File: config.mk
export PLATFORM = sky130hd
export DESIGN_NAME = id_ex_skid
export DESIGN_NICKNAME = d
export VERILOG_FILES = /design/src/rtl/id_ex_skid_pkg.sv /design/src/rtl/id_ex_skid_entry_reg.sv /design/src/rtl/id_ex_skid.sv
export SDC_FILE = /design/constraint.sdc
export NUM_CORES = 1
export LEC_CHECK = 0
export CAP_MARGIN = 0
export CORE_AREA = 2 2 192 156
export CTS_BUF_LIST = sky130_fd_sc_hd__clkbuf_8
export DETAILED_ROUTE_END_ITERATION = 10
export DIE_AREA = 0 0 194 158
export PLACE_DENSITY = 0.74
export SLEW_MARGIN = 20
export SYNTH_ARGS = -nofsm -noshare
export SYNTH_HDL_FRONTEND = slang
export SYNTH_SLANG_ARGS = --single-unit
File: constraint.sdc
create_clock -name clk -period 1.7 [get_ports clk]
set_input_delay 0.17 -clock clk [delete_from_list [all_inputs] [get_ports clk]]
set_output_delay 0.17 -clock clk [all_outputs]
set_load 0.05 [all_outputs]
File: src/rtl/id_ex_skid_pkg.sv
// Shared types and constants for the decode-to-execute boundary:
// the entry bundle carried by the main and skid registers.
package id_ex_skid_pkg;

  localparam int XLEN   = 32;
  localparam int INST_W = 32;
  localparam int RD_W   = 5;

  localparam logic [INST_W-1:0] NOP_INST_DEFAULT = 32'h0000_0013;

  typedef struct packed {
    logic [INST_W-1:0] inst;
    logic [XLEN-1:0]   addr;
    logic [XLEN-1:0]   op1;
    logic [XLEN-1:0]   op2;
    logic              reg_wen;
    logic [RD_W-1:0]   rd;
  } entry_t;

  localparam entry_t ENTRY_ZERO = '{inst: '0, addr: '0, op1: '0, op2: '0,
                                    reg_wen: 1'b0, rd: '0};

endpackage

File: src/rtl/id_ex_skid_entry_reg.sv
// Enable-loaded register holding one pipeline entry bundle; keeps its
// contents until the next load so a stalled entry stays stable.
module pipe_entry_reg
  import id_ex_skid_pkg::*;
#(
  parameter entry_t RST_VAL = ENTRY_ZERO
) (
  input  logic   clk,
  input  logic   rst_n,
  input  logic   load_i,
  input  entry_t d_i,
  output entry_t q_o
);

  entry_t entry_q;
  entry_t entry_d;

  always_comb begin
    entry_d = entry_q;
    if (load_i) begin
      entry_d = d_i;
    end
  end

  always_ff @(posedge clk or negedge rst_n) begin
    if (!rst_n) begin
      entry_q <= RST_VAL;
    end else begin
      entry_q <= entry_d;
    end
  end

  assign q_o = entry_q;

endmodule

File: src/rtl/id_ex_skid.sv
// ID/EX pipeline register with a one-entry skid buffer so decode sees a
// registered ready that does not depend combinationally on hold_flag_i.
module id_ex_skid
  import id_ex_skid_pkg::*;
#(
  parameter logic [INST_W-1:0] NOP_INST = NOP_INST_DEFAULT
) (
  input  logic              clk,
  input  logic              rst_n,
  input  logic [INST_W-1:0] inst_i,
  input  logic [XLEN-1:0]   inst_addr_i,
  input  logic [XLEN-1:0]   op1_i,
  input  logic [XLEN-1:0]   op2_i,
  input  logic              reg_wen_i,
  input  logic [RD_W-1:0]   rd_addr_i,
  input  logic              id_valid_i,
  output logic              id_ready_o,
  input  logic              hold_flag_i,
  input  logic              jump_en_i,
  output logic [INST_W-1:0] inst_o,
  output logic [XLEN-1:0]   inst_addr_o,
  output logic [XLEN-1:0]   op1_o,
  output logic [XLEN-1:0]   op2_o,
  output logic              reg_wen_o,
  output logic [RD_W-1:0]   rd_addr_o,
  output logic              ex_valid_o
);

  localparam entry_t MAIN_RST = '{inst: NOP_INST, addr: '0, op1: '0, op2: '0,
                                  reg_wen: 1'b0, rd: '0};

  logic   main_valid_q, main_valid_d;
  logic   skid_valid_q, skid_valid_d;
  logic   main_load, skid_load, main_from_skid;
  logic   accept;
  entry_t in_entry, main_entry, skid_entry, main_in;

  assign in_entry = '{inst: inst_i, addr: inst_addr_i, op1: op1_i, op2: op2_i,
                      reg_wen: reg_wen_i, rd: rd_addr_i};

  assign id_ready_o = !skid_valid_q;
  assign accept     = id_valid_i & id_ready_o;

  always_comb begin
    main_valid_d   = main_valid_q;
    skid_valid_d   = skid_valid_q;
    main_load      = 1'b0;
    skid_load      = 1'b0;
    main_from_skid = 1'b0;
    if (jump_en_i) begin
      main_valid_d = 1'b0;
      skid_valid_d = 1'b0;
    end else if (!hold_flag_i) begin
      if (skid_valid_q) begin
        // Skid drains first; ready is low so nothing new can arrive now.
        main_load      = 1'b1;
        main_from_skid = 1'b1;
        main_valid_d   = 1'b1;
        skid_valid_d   = 1'b0;
      end else begin
        main_load    = accept;
        main_valid_d = accept;
      end
    end else if (accept) begin
      if (!main_valid_q) begin
        main_load    = 1'b1;
        main_valid_d = 1'b1;
      end else begin
        skid_load    = 1'b1;
        skid_valid_d = 1'b1;
      end
    end
  end

  assign main_in = main_from_skid ? skid_entry : in_entry;

  always_ff @(posedge clk or negedge rst_n) begin
    if (!rst_n) begin
      main_valid_q <= 1'b0;
      skid_valid_q <= 1'b0;
    end else begin
      main_valid_q <= main_valid_d;
      skid_valid_q <= skid_valid_d;
    end
  end

  pipe_entry_reg #(.RST_VAL(MAIN_RST)) u_main (
    .clk    (clk),
    .rst_n  (rst_n),
    .load_i (main_load),
    .d_i    (main_in),
    .q_o    (main_entry)
  );

  pipe_entry_reg #(.RST_VAL(ENTRY_ZERO)) u_skid (
    .clk    (clk),
    .rst_n  (rst_n),
    .load_i (skid_load),
    .d_i    (in_entry),
    .q_o    (skid_entry)
  );

  // Stale main data is masked by the registered valid, never by any input.
  assign ex_valid_o  = main_valid_q;
  assign inst_o      = main_valid_q ? main_entry.inst    : NOP_INST;
  assign inst_addr_o = main_valid_q ? main_entry.addr    : '0;
  assign op1_o       = main_valid_q ? main_entry.op1     : '0;
  assign op2_o       = main_valid_q ? main_entry.op2     : '0;
  assign reg_wen_o   = main_valid_q ? main_entry.reg_wen : 1'b0;
  assign rd_addr_o   = main_valid_q ? main_entry.rd      : '0;

endmodule

==> metrics.md, run 1 <==
| Metric | Value |
|---|---|
| Worst reg2reg startpoint | `ex_valid_o` |
| DIE AREA | `30,700 um^2` |
| RSZ-0062 raised after global routing | `true` |
| Worst EP required | `2.12 ns` |
| Vias | `8,675` |
| Core area | `28,900 um^2` |
| ANT nets after route | `0` |
| Family with the most delay on the worst path | `buffers and inverters` |
| Buf/Inv on CP | `5` |
| Core Util, Final | `73.7%` |
| Worst Setup Slack, final | `-0.228 ns` |
| TritonCTS Buffers | `44` |
| Pre-CTS WS | `-0.303 ns` |
| Crit. path cell count | `8` |
| Pins over their slew limit | `0` |
| First-pass GRT wire length | `55,500 um` |
| Largest net degree at the start of global routing | `54` |
| Warnings from Yosys | `0` |
| Leakage | `10.2 nW` |
| Total Routed Length | `39,500 um` |
| # IOs | `275` |
| Avg Vias per Cell | `5.21` |
| Final-report hold violation count | `0` |
| Synth top area cells | `dfrtp_1 (52%), mux2_2 (31%), and2_1 (6.4%), mux2_4 (5.8%), buf_6 (1.1%)` |
| Buffers on Ports | `274` |
| RePlAce Congestion | `0.752` |
| Final setup violation count | `372` |
| Crit share post-route | `113%` |
| Worst-margin pin slew | `0.509 ns` |
| Cell variety after synth | `19` |
| Sequential area share after synthesis | `53.0%` |
| Clk pin slew, worst setup/hold paths | `0.07 ns` |
| Met2 Usage GRT | `37.1%` |
| Critical path class | `flop to flop` |
| Vias in the first global route | `9,589` |
| Reg-to-Reg End | `u_main.q_o[119]` |
| Area leader, netlist | `dfrtp_1` |
| Hold/Removal Path Class | `input pin to async pin` |
| Cell count after synthesis | `875` |
| Grt ovf | `0` |
| Worst setup EP type | `flop` |
| All-Layer GR Usage | `22.9%` |
| Worst slew margin | `66.1%` |
| CTS tree | `built` |
| Max incr delay on CP | `0.52 ns` |
| Syn_nets | `1,014` |
| CP most frequent cell | `buf_12` |
| CTS H-tree lvls | `2` |
| DP HPWL | `21,400 um` |
| Placed insts | `1,524` |
| # fillers | `1,725` |
| Outcome | `finished with violations` |
| 1st-iter DRT viols | `323` |
| Flop2flop setup slack | `-0.23 ns` |
| Cell Rows | `56` |
| Final std cells w/o fill | `1,666` |
| Pwr dens | `1010 nW/um^2` |
| Critical path, cell by cell | `o21a_1, nor3_4, buf_12, buf_12, buf_12, buf_12, buf_16, mux2_4` |
| Synth-to-Final Area Change | `66.7%` |
| Vert. Die Dim | `158 um` |
| R2r worst-path depth | `8` |
| Yosys top cell area share | `52.4%` |
| Synth Cell Area | `12,800 um^2` |
| Met1 Usage GRT | `30.6%` |
| Syn_area_per_cell | `14.6 um^2` |
| Nets | `1,393` |
| Antenna cell count | `0` |
| Routed WL per cell | `23.7 um` |
| Worst-case clock buffer depth | `3` |
| Drt first pass iters | `4` |
| Grt met3 use | `6.46%` |
| Layout cells sized above 1 | `66.6%` |
| VDD IR-drop max | `0.000745 V` |
| Fin crit period | `1.93 ns` |
| Die span in x | `194 um` |
| Startpoint class of the critical path | `flop` |
| Final clock skew | `0.0201 ns` |
| Slowest stage cell, crit path | `dfrtp_4` |
| Flops & latches, synth | `270` |
| Critical path fanouts, max | `5` |
| Failing checks | `setup timing` |
| Initial antenna violation count | `2` |
| Initial Util | `44.2%` |
| DRC | `0` |
| Max cap viols | `0` |
| Max Clk Rate | `519 MHz` |
| Worst-skew pair later-pin latency | `0.55 ns` |
| Critical path arrival | `2.35 ns` |
| Gr busiest metal | `met2` |
| Clock Sinks | `270` |
| Root Driver | `clkbuf_8` |
==> per-stage QoR <==
stage	setup TNS [ns]	total power [mW]	hold WS [ns]	area (um^2)
after global placement	-47.61	14.0	0.144	17900
after detailed placement	-54.65	14.2	0.145	17900
final	-52.99	21.4	0.163	21300
after CTS	-50.52	20.8	0.149	20200
after floorplan	-3.17	11.7	-0.126	13000
after global routing	-67.97	22.3	0.172	21300
==> power breakdown <==
part,switching [mW],internal (mW)
clock,2.71,2.96
sequential,0.903,7.92
combinational,2.64,4.29
==> cells by family (layout without fill, tap and decap cells) <==
| group | after synthesis | in the layout | synth area share (%) |
|---|---|---|---|
| AOI/OAI and AO/OA | 3 | 3 | 0.157 |
| buffers and inverters | 59 | 473 | 2.91 |
| muxes | 402 | 402 | 36.9 |
| and+or+nand+nor | 141 | 141 | 6.99 |
| DFF | 270 | 270 | 53.0 |
==> timing repair <==
action                     in CTS  in global routing
pin swaps                       0                  1
setup buffers                  19                 15
setup endpoints to repair     295                394
gates resized for setup       255                190
hold endpoints to repair      197                  0
cloned                         15                 20
hold buffers                    1                  0
==> registers in the layout (all words and copies together), names as in the netlist <==
signal,count
ex_valid_o,1
skid_valid_q,1
u_main.q_o,134
u_skid.q_o,134
==> Yosys cell counts, drive strengths merged <==
| master | number |
|---|---|
| dfrtp | 267 |
| and2 | 131 |
| nand2b | 4 |
| nor3 | 1 |
| mux2 | 402 |
| a21oi | 1 |
| dfstp | 3 |
| buf | 44 |
| nand2 | 2 |
| nand4 | 1 |
| nor2 | 1 |
| a22oi | 1 |
| o21a | 1 |
| nor2b | 1 |
| inv | 1 |
| clkbuf | 14 |
==> metal layers <==
metal	vias to the layer above	wire, um
met5	-	26
met4	4	727
met3	60	2570
met2	267	18400
met1	4519	17800
li1	3825	-
==> cell usage in the layout (no fill, tap or decap), types with 16 or more instances in the layout <==
master / n
buf_12: 180
buf_16: 16
and2_4: 124
mux2_2: 97
clkdlybuf4s50_1: 137
dfrtp_1: 265
clkbuf_8: 56
inv_1: 20
mux2_4: 305
buf_4: 19
==> layout make-up <==
class / instances / area (um^2) / share of cell area [%]
multi-input cells: 546 / 6940 / 32.6
clock buffers: 56 / 771 / 3.63
flip-flops and latches: 270 / 6770 / 31.8
well taps: 377 / 472 / 2.22
inverters: 1 / 7.51 / 0.0353
repair buffers: 391 / 6200 / 29.2
clock inverters: 25 / 105 / 0.494
==> worst max path at each step <==
stage | to | startpoint | slack (ns)
after floorplan | op1_o[10] | ex_valid_o | -0.04
after global placement | u_main.q_o[87] | hold_flag_i | -0.25
after detailed placement | u_main.q_o[112] | hold_flag_i | -0.30
after CTS | op1_o[15] | ex_valid_o | -0.26
after global routing | op2_o[25] | ex_valid_o | -0.27
final | u_main.q_o[119] | ex_valid_o | -0.23
No activity file was read; power rests on OpenSTA's default activity.
==> run 2, diff against run 1 <==
Settings changed: CORE_AREA 2 2 192 156 to 10 10 200 164, CTS_BUF_LIST sky130_fd_sc_hd__clkbuf_8 to unset, DIE_AREA 0 0 194 158 to 0 0 210 174, GPL_TIMING_DRIVEN set to 0.
==> run 2 against run 1 <==
The run still ends with setup timing left. Non-clock buffer count increased by 22. Design area decreased by 3.1%. Clock power increased by 9.2%. Clock-buffer cell count decreased by 13. Clock skew decreased by 0.012 ns. First-iteration DRC count increased by 31%. Via count decreased by 0.96%. Critical path depth decreased by 3. Wire length decreased by 0.12%. Flip-flop and latch count unchanged. Sequential share of layout area increased by 1.0 points. Critical path type is now flop to output pin. Largest cell class is now sequential cells. Highest routed layer unchanged.
==> metrics.md, run 2 (synthesized netlist as in run 1, its figures left out) <==
| Metric | Value |
|---|---|
| Initial antenna violation count | `3` |
| Worst-skew pair later-pin latency | `0.55 ns` |
| ANT nets after route | `0` |
| Avg Vias per Cell | `5.18` |
| VDD IR-drop max | `0.000891 V` |
| Layout cells sized above 1 | `64.8%` |
| Worst-margin pin slew | `0.550 ns` |
| Min Hold Slack | `0.135 ns` |
| Critical path fanouts, max | `8` |
| Die span in x | `210 um` |
| Critical path arrival | `1.78 ns` |
| Placed cell areas | `16,300 um^2` |
| Final-report hold violation count | `0` |
| Startpoint class of the critical path | `flop` |
| Final clock skew | `0.00792 ns` |
| Grt met3 use | `5.73%` |
| Core area | `28,900 um^2` |
| Crit share post-route | `115%` |
| Vias in the first global route | `9,464` |
| Cell Rows | `56` |
| Outcome | `finished with violations` |
| Routed WL per cell | `23.8 um` |
| Root Driver | `clkbuf_16` |
| Failing checks | `setup timing` |
| Pins over their slew limit | `0` |
| Pre-CTS WS | `-1.36 ns` |
| Synth-to-Final Area Change | `61.5%` |
| Final setup violation count | `362` |
| CTS tree | `built` |
| Design area | `20,600 um^2` |
| CTS H-tree lvls | `1` |
| # IOs | `275` |
| Drt first pass iters | `4` |
| Met1 Usage GRT | `26.8%` |
| Buf/Inv on CP | `4` |
| Worst setup EP type | `output pin` |
| DP HPWL | `23,400 um` |
| Max Clk Rate | `513 MHz` |
| RePlAce Congestion | `0.736` |
| Clk pin slew, worst setup/hold paths | `0.06 ns` |
| Commonest non-fill, non-tap cell in the layout | `dfrtp_1` |
| Met2 Usage GRT | `32.5%` |
| Worst-case clock buffer depth | `3` |
| Leakage | `9.77 nW` |
| Initial Util | `44.2%` |
| Total Routed Length | `39,500 um` |
| Gr busiest metal | `met2` |
| Final std cells w/o fill | `1,660` |
| Nets | `1,401` |
| DIE AREA | `36,500 um^2` |
| Worst slew margin | `63.5%` |
| Max cap viols | `0` |
| DRC | `0` |
| Grt ovf | `0` |
| RSZ-0062 raised after global routing | `true` |
| Pwr dens | `1020 nW/um^2` |
| First-pass GRT wire length | `58,700 um` |
| Critical path, cell by cell | `buf_12, clkbuf_16, clkbuf_8, and2_4, buf_8` |
| Worst EP required | `1.53 ns` |
| Worst Setup Slack, final | `-0.250 ns` |
| 1st-iter DRT viols | `422` |
| Commonest non-fill, non-tap cells in the layout | `dfrtp_1 (265), mux2_4 (233), mux2_2 (169), clkdlybuf4s50_1 (137), and2_4 (97)` |
| Vert. Die Dim | `174 um` |
| Critical path class | `flop to output pin` |
| Slowest stage cell, crit path | `dfrtp_2` |
| Fin crit period | `1.95 ns` |
| Placed insts | `1,528` |
| TritonCTS Buffers | `29` |
| Max incr delay on CP | `0.44 ns` |
| Buffers on Ports | `274` |
| Overall power | `21.0 mW` |
| All-Layer GR Usage | `20.2%` |
| Hold/Removal Path Class | `input pin to async pin` |
| Vias | `8,592` |
| Family with the most delay on the worst path | `buffers and inverters` |
| Clock Sinks | `270` |
| Largest net degree at the start of global routing | `96` |
==> run 2: changes by cell type in the layout (fill, tap and decap cells not counted), moves of 3 or more <==
cell and delta:
mux2_2 +72, and2_1 +33, clkbuf_16 +43, clkbuf_1 +7, and2_2 -6, mux2_4 -72, buf_8 +68, buf_6 +74
inv_1 -20, buf_4 -11, and2_4 -27, buf_12 -128, clkbuf_8 -45, buf_16 -3
==> run 2: repair_timing <==
action	in CTS	in global routing
buffers inserted	33	13
hold buffers	1	0
pin swaps	2	1
endpoints found under the setup margin	400	465
hold endpoints to repair	84	0
resized for setup	1352	152
cloned	28	16
==> run 2: through the flow <==
stage | util (%) | TNS (ns)
finish | 71.4 | -53.53
CTS | 68.5 | -62.63
global placement | 56.2 | -3351.45
detailed placement | 56.4 | -249.84
floorplan | - | -3.17
global route | 71.3 | -69.33
==> run 2: worst paths after layout <==
path | cells after the start | startpoint | slack [ns] | endpoint
setup / recovery | 5 | ex_valid_o | -0.25 | op2_o[17]
max in group asynchronous | 4 | rst_n | 0.39 | ex_valid_o
hold / removal | 2 | rst_n | 0.13 | u_skid.q_o[54]
hold reg to reg | 1 | u_skid.q_o[90] | 0.50 | u_skid.q_o[90]
setup reg to reg | 7 | ex_valid_o | -0.22 | u_skid.q_o[107]
min in group clk | 2 | inst_addr_i[31] | 0.26 | u_skid.q_o[101]
==> run 2: layout make-up <==
class / count / area [um^2]
well taps: 377 / 472
repair buffers: 357 / 4740
clock buffers: 43 / 848
clock inverters: 7 / 66.3
inverters: 1 / 7.51
fillers: 1847 / 8270
multi-input cells: 547 / 6620
flip-flops and latches: 270 / 6760
diodes: 2 / 5.00
plain buffers: 56 / 1070
==> run 2: layer usage <==
metal | wire [um] | vias up
li1 | - | 3847
met1 | 17600 | 4485
met2 | 18400 | 215
met3 | 2830 | 41
met4 | 597 | 4
met5 | 19 | -
==> run 2: worst register-to-register path, stage by stage (launching register included) <==
cell and delay (ns):
dfrtp_2 0.41, buf_12 0.16, buf_8 0.15, buf_4 0.15
nand4_4 0.18, buf_6 0.22, bufbuf_16 0.27, mux2_2 0.26
==> run 2: report_power, final <==
part,internal [mW],switching (mW)
combinational,3.59,2.51
clock,3.57,2.62
sequential,7.91,0.808
total,15.1,5.94
